==> config.mk <==
export PLATFORM = sky130hd
export DESIGN_NAME = rr_dispatcher
export DESIGN_NICKNAME = d
export VERILOG_FILES = /design/src/rtl/rr_dispatcher.sv
export SDC_FILE = /design/constraint.sdc
export NUM_CORES = 1
export LEC_CHECK = 0
export BUFFER_PORTS_ARGS = -buffer_cell sky130_fd_sc_hd__buf_2
export CAP_MARGIN = 30
export CORE_UTILIZATION = 50
export CTS_CLUSTER_SIZE = 40
export DETAILED_ROUTE_END_ITERATION = 8
export PLACE_DENSITY = 0.79
export SKIP_LAST_GASP = 1
export SLEW_MARGIN = 10
export SYNTH_ARGS = -nofsm -noshare
export SYNTH_HDL_FRONTEND = slang
export SYNTH_SLANG_ARGS = --single-unit
==> constraint.sdc <==
create_clock -name clk -period 4.29 [get_ports clk]
set_clock_uncertainty 0.05 [all_clocks]
set_input_delay 0.858 -clock clk [delete_from_list [all_inputs] [get_ports clk]]
set_output_delay 0.858 -clock clk [all_outputs]
set_load 0.005 [all_outputs]
==> src/rtl/rr_dispatcher.sv <==
`default_nettype none
// +--------------------------------------------------------------------------+
// | Module   : rr_dispatcher                                                 |
// | Brief    : 1:N round-robin dispatcher. Spreads one valid/ready input     |
// |            stream across PORT output channels in rotating order. Each    |
// |            channel owns a one-entry register slot.                       |
// | Options  : RR_DISPATCH_SKIP_EN - when defined, the target is the first   |
// |            free slot scanning from r_next (work-conserving). When        |
// |            undefined, the target is always r_next (strict round-robin).  |
// | Revision : 1.0 - initial release                                         |
// +--------------------------------------------------------------------------+
module rr_dispatcher #(
  parameter int PORT = 4,
  parameter int DATA = 32,
  parameter int IDX  = (PORT > 1) ? $clog2(PORT) : 1
) (
  input  logic                 clk,
  input  logic                 reset_n,
  input  logic                 in_valid,
  input  logic [DATA-1:0]      in_data,
  output logic                 in_ready,
  output logic [PORT-1:0]      out_valid,
  output logic [PORT*DATA-1:0] out_data,
  input  logic [PORT-1:0]      out_ready,
  output logic [IDX-1:0]       next_idx
);

  // Channel slot storage and round-robin pointer
  logic [PORT-1:0] r_valid;
  logic [DATA-1:0] r_data [PORT];
  logic [IDX-1:0]  r_next;

  // Slot can take a word this cycle: empty, or being drained right now
  logic [PORT-1:0] w_free;
  logic [IDX-1:0]  w_tgt;
  logic            w_tgt_free;
  logic            w_accept;
  logic [IDX-1:0]  w_next_ptr;

  assign w_free = ~r_valid | out_ready;

`ifdef RR_DISPATCH_SKIP_EN
  // Add an offset to the pointer with an explicit wrap at PORT (PORT need not be 2**IDX)
  function automatic logic [IDX-1:0] wrap_add(input logic [IDX-1:0] base, input int k);
    int s;
    s = int'(base) + k;
    if (s >= PORT) begin
      s = s - PORT;
    end
    return s[IDX-1:0];
  endfunction

  // Work-conserving select: first free slot at or after r_next, wrapping around
  always_comb begin
    w_tgt      = r_next;
    w_tgt_free = 1'b0;
    for (int k = 0; k < PORT; k++) begin
      if (!w_tgt_free && w_free[wrap_add(r_next, k)]) begin
        w_tgt      = wrap_add(r_next, k);
        w_tgt_free = 1'b1;
      end
    end
  end
`else
  // Strict select: always the pointed-to channel, stalling if it is full
  always_comb begin
    w_tgt      = r_next;
    w_tgt_free = w_free[r_next];
  end
`endif

  // Ready never depends on in_valid; it is held low during reset
  assign in_ready = w_tgt_free & reset_n;
  assign w_accept = in_valid & in_ready;

  // Pointer after the target, wrapping at PORT-1 rather than at 2**IDX
  assign w_next_ptr = (w_tgt == IDX'(PORT - 1)) ? '0 : w_tgt + IDX'(1);

  // Round-robin pointer advances only on an accepted word
  always_ff @(posedge clk) begin
    if (!reset_n) begin
      r_next <= '0;
    end else if (w_accept) begin
      r_next <= w_next_ptr;
    end
  end

  generate
    for (genvar i = 0; i < PORT; i++) begin : g_slot
      // One-entry slot: refill wins over drain; contents held while stalled
      always_ff @(posedge clk) begin
        if (!reset_n) begin
          r_valid[i] <= 1'b0;
          r_data[i]  <= '0;
        end else if (w_accept && (w_tgt == IDX'(i))) begin
          r_valid[i] <= 1'b1;
          r_data[i]  <= in_data;
        end else if (out_ready[i]) begin
          r_valid[i] <= 1'b0;
        end
      end

      assign out_data[i*DATA +: DATA] = r_data[i];
    end
  endgenerate

  assign out_valid = r_valid;
  assign next_idx  = r_next;

endmodule
`default_nettype wire
## After elaboration in Yosys (flattened, before gate mapping)

Memory sizes are Yosys's and may differ from the RTL's.
Index checks and enable logic that the tools add are counted.

- Memories kept: 1
- Output and inout bits: 135
- Flip-flop bits (word level): 6
- Input port bits: 39
- Bits in latches: 0
- RAM bits: 128
- Bits in read-only memories: 0
- Word-level logic and storage cells: 56

Memory list:

| name | depth | bits a word | read ports | clocked after memory_dff | write ports | RTL line | RTL |
|---|---|---|---|---|---|---|---|
| r_data | 4 | 32 | 4 | 0 | 4 | 30 | `logic [DATA-1:0] r_data [PORT];` |

- Div/mod/pow operators: 0
- Multiplexer cells: 28
- Equality and inequality tests: 3
- Reductions and logical operators: 9
- Order comparisons: 1
- Add/subtract/negate cells: 1
- Bitwise operators: 8
- Multiply operators: 0
- Shifts and indexed selects: 0

Operators by type and width:

| operator | count |
|---|---|
| 32-bit 2-to-1 mux | 4 |
| 1-bit 2-to-1 mux | 22 |
| 2-bit nonzero test | 4 |
| 2-bit == test, second input constant | 2 |
| 1-bit logical AND | 4 |
| 4-bit NOT | 1 |
| 1-bit bitwise OR | 4 |
| 4-bit bitwise OR | 1 |
| 2-bit by 3-bit less-than comparator with 1-bit output, second input constant | 1 |
| 2-bit by 1-bit adder with 2-bit output, second input constant | 1 |
| 1-bit bitwise AND | 2 |
| 1-bit binary-select mux with 2-bit select | 1 |
| 2-bit by 1-bit == test with 1-bit output, second input constant | 1 |
| 2-bit zero test | 1 |
| 2-bit 2-to-1 mux | 1 |

## Depth between registers and ports, before layout

Gate-level depths: netlist of the first run.

- Depth in word-level cells: 11
- Mapped depth: 6
- Gate-level depth less buffers: 5

## Least setup slack after synthesis of the first run

No wires, ideal clock.

- Kind: input port to flip-flop
- Start: input out_ready[0]
- End: memory r_data[1][0], enable pin
- Cell stages on the path: 4
- Path slack: 1.030 ns
- Arrival time: 2.785 ns
- Required time: 3.815 ns
- Library setup time: 0.425 ns
- Buffers on the path: 0
- Cells stage by stage: nand2b_1 > mux4_2 > nand2_1 > o21ai_1

RTL lines:

| what | RTL line | RTL |
|---|---|---|
| start, declared | 24 | `input logic [PORT-1:0] out_ready,` |
| end, declared | 30 |  |

## Final worst setup path of the first run

- Start: input out_ready[3]
- End: output in_ready

- Longest elaborated chain between the ends: 4

RTL lines:

| what | RTL line | RTL |
|---|---|---|
| 4-bit bitwise OR | 40 | `assign w_free = ~r_valid \| out_ready;` |
| 1-bit binary-select mux with 2-bit select | 68 | `w_tgt_free = w_free[r_next];` |
| 1-bit 2-to-1 mux (implied by the code) | 68 |  |
| 1-bit bitwise AND | 73 | `assign in_ready = w_tgt_free & reset_n;` |
| end, declared | 21 | `output logic in_ready,` |

No other way between the ends. The select of a mux whose other input is x is not followed.

==> metrics, run 1 <==
drt first pass iters 4; clk_lat worst skew approximately 0.5 ns; Die H around 100 um; GP Congestion ~0.71; Lkg Pwr 2.99 nW; Worst-path clk slew 0.06 ns; fillers around 750; largest net degree at the start of global routing 34; Die ar. 0.0109 sq mm; Layout area overhead 30.0%; # Post-CTS Setup Buffers 0; die span in x approximately 100 um; via count around 3200; first-pass GRT wire length approximately 17000 um; CP arrival approximately 2 ns; Syn. warnings 0; initial antenna violation count 0; drt wl/cell 16.9 um; CTS buffer count 17; vias per cell 4.91; CP most frequent cell buf_2; count of different cell masters after synthesis 21; crit-path cells buf_2 > and2b_1 > mux4_2 > nor2_1 > buf_2; relative slew slack 40.3%; VDD IR max roughly 240 uV; Area after DPL between 0.006 and 0.007 sq mm; fmax around 340 MHz; Critical Path Max Stage Delay slightly above 0.6 ns; setup slack at placement 1.22 ns; #FFs+latches synth around 130; WP buf/inv 2; Fin. Hold Viols 0; post-detailed-routing wire length about 11000 um; synthesized area between 0.005 and 0.006 sq mm; TritonCTS clock tree yes; Top delay family on crit path multiplexers; antenna diode count 0; crit path time final between 2 and 3 ns; net count after synthesis 363; R2R Path Start next_idx[1]$_SDFFE_PN0P_; outcome finished, final reports clean; hold crit path type reg2reg; Overflow after GRT 0; Worst Setup Path Type in2out; Layout Nets ~550; commonest non-fill, non-tap cells in the layout 173 x buf_2, 128 x and2_1, 128 x edfxtp_1; # rows 37; vias in the first global route around 3200; Slew Viols, Final 0; Max-Cap Viols 0; final cycle utilization of the critical path 68.1%; hpwl dp between 7000 and 8000 um; data required time at the worst endpoint about 3.4 ns; cells after synthesis 320; CTS Hold Bufs 0; Worst Slack Setup Final around 1.4 ns; CP Capture Type output port; crit-path max FO 7; starting density of the core between 50% and 60%; RSZ-0062 raised after global routing false; Post-CTS Resized 0; Max Root-Sink Buffers 2; DRC Markers 0; Sum Neg Setup Slack 0 ns; # port buffers between 150 and 200; Clock Sinks 134; gr usage total a little over a fifth; post-synthesis sequential area ratio 75.6%; # IOs between 150 and 200; Worst-Margin Slew ~0.9 ns; Core Area approximately 0.010 sq mm; crit path from out_ready[3]; Final ANT Viol Nets 0; layout cells sized above 1 a little over two fifths; root buf cell clkbuf_8; post-route cell area approximately 0.0068 sq mm; Worst path slowest cell mux4_2; hold path start out_valid[0]$_SDFFE_PN0P_; 1st-iter DRT viols roughly 140; Worst setup SP type primary input; most common cell after layout, fill and taps aside buf_2; H-tree depth 4; power per cell area 453 mW/mm^2; final setup fails 0; Avg Cell Area, Syn ~16 sq um
==> worst min-delay path, cell delays in order, from the launching register on <==
cell and delay [ns]:
dfxtp_1 0.32, nand2b_1 0.09, a21oi_1 0.06
==> cell families after synthesis <==
family | share of synthesized area [%]
and+or+nand+nor | 18.2
muxes | 0.859
adders and majority gates | 0.955
buffers and inverters | 3.15
AOI/OAI and AO/OA | 1.17
DFF | 75.6
==> final timing paths <==
| path | endpoint | slack [ns] | cells after the start |
|---|---|---|---|
| setup reg to reg | r_data[3][26]$_SDFFCE_PN0P_ | 1.81 | 5 |
| hold / removal | out_valid[0]$_SDFFE_PN0P_ | 0.47 | 2 |
| hold reg to reg | out_valid[0]$_SDFFE_PN0P_ | 0.47 | 2 |
| setup / recovery | in_ready | 1.37 | 5 |
==> flip-flops by register name, summed over array words and instances, names as in the netlist <==
name,cells
next_idx,2
r_data,128
out_valid,4
==> stage by stage <==
stage               power, mW  utilization [%]  instances  hold WS [ns]
floorplan                1.67                -        320         0.439
global placement         1.80             60.6        619         0.453
detailed placement       1.81             61.2        622         0.460
CTS                      3.11             66.5        654         0.477
global route             3.20             66.6        655         0.522
finish                   3.09             66.6        655         0.471
==> synthesized netlist by cell type, drive strengths merged <==
cell	count	area, sq um
a21o	2	15.0
a21oi	3	15.0
and2	128	801
and2b	1	7.51
buf	13	139
dfxtp	6	120
edfxtp	128	3840
ha	4	50.1
inv	7	26.3
mux4	2	45.0
nand2	5	18.8
nand2b	4	25.0
nand3	2	10.0
nand4	1	6.26
nor2	1	3.75
nor2b	3	18.8
nor3	4	65.1
o21ai	5	25.0
o22ai	1	6.26
==> area by class of cell <==
type                    count  area, sq um  share of cell area, %
clock inverters            15          130                   1.91
repair buffers            180          962                   14.1
well taps                 136          170                   2.50
clock buffers              17          414                   6.08
flip-flops and latches    134         3960                   58.2
inverters                   7         26.3                  0.386
multi-input cells         166         1150                   16.9
==> per-layer routing <==
layer / GRT usage (%) / vias up / share of wire [%]
li1: - / 1492 / -
met1: 25.0 / 1583 / 41
met2: 37.0 / 131 / 52
met3: 6.33 / 9 / 6.1
met4: 8.67 / 0 / 1.0
met5: 0 / - / 0
==> report_power, final <==
| part | internal, mW | switching (mW) |
|---|---|---|
| Clock | 0.768 | 0.538 |
| Sequential | 1.52 | 0.0238 |
| Combinational | 0.0986 | 0.137 |
| Total | 2.39 | 0.698 |
Power figures use the tool's default switching activity.
==> run 2: changes to the inputs <==
- clock period: 4.29 -> 2.72 ns (I/O delays scaled with it)
==> metrics, run 2 (synthesis results as in run 1) <==
outcome finished, final reports clean (unchanged); Lkg Pwr 3.05 nW (was 2.99 nW); R2R depth 5 (unchanged); Area after DPL 0.00634 sq mm (was 0.00626 sq mm); Worst Setup Path Type reg2out (was in2out); CP arrival 1.90 ns (was 2.01 ns); die span in x 104 um (unchanged); post-route cell area 0.00692 sq mm (was 0.00682 sq mm); Die H 104 um (unchanged); reg-to-reg slack, setup 0.47 ns (was 1.81 ns); root buf cell clkbuf_8 (unchanged); fillers 719 (was 748); Final ANT Viol Nets 0 (unchanged); H-tree depth 4 (unchanged); Worst-path clk slew 0.06 ns (about the same); drt wl/cell 17.6 um (was 16.9 um); vias per cell 4.84 (was 4.91); Critical R2R Capture r_data[3][14]$_SDFFCE_PN0P_ (was r_data[3][26]$_SDFFCE_PN0P_); Post-CTS Resized 0 (unchanged); via count 3193 (was 3215); hold path start in_data[24] (was out_valid[0]$_SDFFE_PN0P_); Critical Path Max Stage Delay 0.67 ns (was 0.61 ns); # port buffers 173 (unchanged); post-detailed-routing wire length 11600 um (was 11100 um); Max Root-Sink Buffers 2 (unchanged); Fin. Hold Viols 0 (unchanged); power per cell area 730 mW/mm^2 (was 453 mW/mm^2); most common cell after layout, fill and taps aside buf_2 (unchanged); R2R Path Start next_idx[1]$_SDFFE_PN0P_ (unchanged); relative slew slack 59.4% (was 40.3%); DRC Markers 0 (unchanged); VDD IR max 394 uV (was 237 uV); Core Area 0.0102 sq mm (unchanged); antenna diode count 0 (unchanged); crit-path max FO 7 (unchanged); first-pass GRT wire length 17900 um (was 17100 um); TritonCTS clock tree yes (unchanged); drt first pass iters 4 (unchanged); Layout Nets 554 (was 549); clk_lat worst skew 0.50 ns (about the same); Sum Neg Setup Slack 0 ns (unchanged); commonest non-fill, non-tap cells in the layout 173 x buf_2, 128 x and2_1, 128 x edfxtp_1 (unchanged); Layout area overhead 31.9% (was 30.0%); crit-path cells inv_2 > mux4_2 > nor2_1 > buf_2 (was buf_2 > and2b_1 > mux4_2 > nor2_1 > buf_2); Worst setup SP type register (was primary input); largest net degree at the start of global routing 26 (was 34); GP Congestion 0.801 (was 0.709); RSZ-0062 raised after global routing false (unchanged); WHS Endpoint r_data[2][24]$_SDFFCE_PN0P_ (was out_valid[0]$_SDFFE_PN0P_); Biggest register r_data (unchanged); data required time at the worst endpoint 2.13 ns (was 3.38 ns); layout cells sized above 1 42.9% (was 42.6%); Slew Viols, Final 0 (unchanged); hpwl dp 7900 um (was 7450 um); fmax ~400 MHz; CP Capture Type output port (unchanged); final setup fails 0 (unchanged); gr usage total 22.5% (was 21.4%); # Post-CTS Setup Buffers 0 (unchanged); # rows 37 (unchanged); hold crit path type in2reg (was reg2reg); Largest register FFs 128 (unchanged); Worst path slowest cell mux4_2 (unchanged); starting density of the core 51.2% (unchanged); Hold Path Stages 2 (unchanged); Worst-Margin Slew 0.606 ns (was 0.892 ns); vias in the first global route 3299 (was 3172); initial antenna violation count 0 (unchanged); final cycle utilization of the critical path 91.7%; # IOs 174 (unchanged); Overflow after GRT 0 (unchanged); CTS Hold Bufs 0 (unchanged); crit path time final 2.49 ns; 1st-iter DRT viols 138 (was 137); Clock Sinks 134 (unchanged); Max-Cap Viols 0 (unchanged); CTS buffer count 17 (unchanged); Die ar. 0.0109 sq mm (unchanged); final core utilization 67.6% (was 66.6%)
==> run 2: report_power, final <==
group / internal, mW / switching (mW) / total, mW
Clock: 1.38 / 0.830 / 2.22
Sequential: 2.40 / 0.0417 / 2.45
Combinational: 0.167 / 0.220 / 0.387
==> run 2: final cells by class <==
class                      count  area [sq um]  area share, %
clock buffer                  18           418           6.04
clock inverter                14           160           2.32
inverter                       7          26.3          0.380
multi-input combinational    166          1150           16.6
sequential                   134          3960           57.3
tap                          136           170           2.46
timing repair buffer         185          1030           14.9
==> run 2: worst max path at each step <==
stage,end,from,slack [ns]
after CTS,in_ready,next_idx[1]$_SDFFE_PN0P_,0.19
after detailed placement,r_data[3][14]$_SDFFCE_PN0P_,out_ready[0],0.30
after global placement,r_data[3][18]$_SDFFCE_PN0P_,out_ready[3],0.12
after floorplan,r_data[1][0]$_SDFFCE_PN0P_,out_ready[0],-0.23
final,in_ready,next_idx[1]$_SDFFE_PN0P_,0.23
after global routing,in_ready,next_idx[1]$_SDFFE_PN0P_,0.12
==> run 2: worst max-delay path: cells and delay by family, from the launching register on <==
kind | cells | cell delay, ns
flops | 1 | 0.35
mux | 1 | 0.67
simple gates | 1 | 0.13
buf+inv | 2 | 0.24
==> run 2: per-stage QoR <==
stage               hold slack [ns]  setup slack [ns]  std cells  total power [mW]
floorplan                     0.439            -0.226        320              2.63
detailed placement            0.464             0.296        628              2.88
finish                        0.296             0.225        660              5.05
CTS                           0.268             0.194        660              5.09
global route                  0.280             0.123        660              5.21
global placement              0.448             0.120        625              2.85
==> run 2: routing by layer <==
metal	global-route usage, %	share of wire (%)	wire length (um)
met1	26.7	40	4600
met2	38.3	52	6080
met3	5.01	5.7	663
met4	11.9	2.1	249
met5	0	0	0
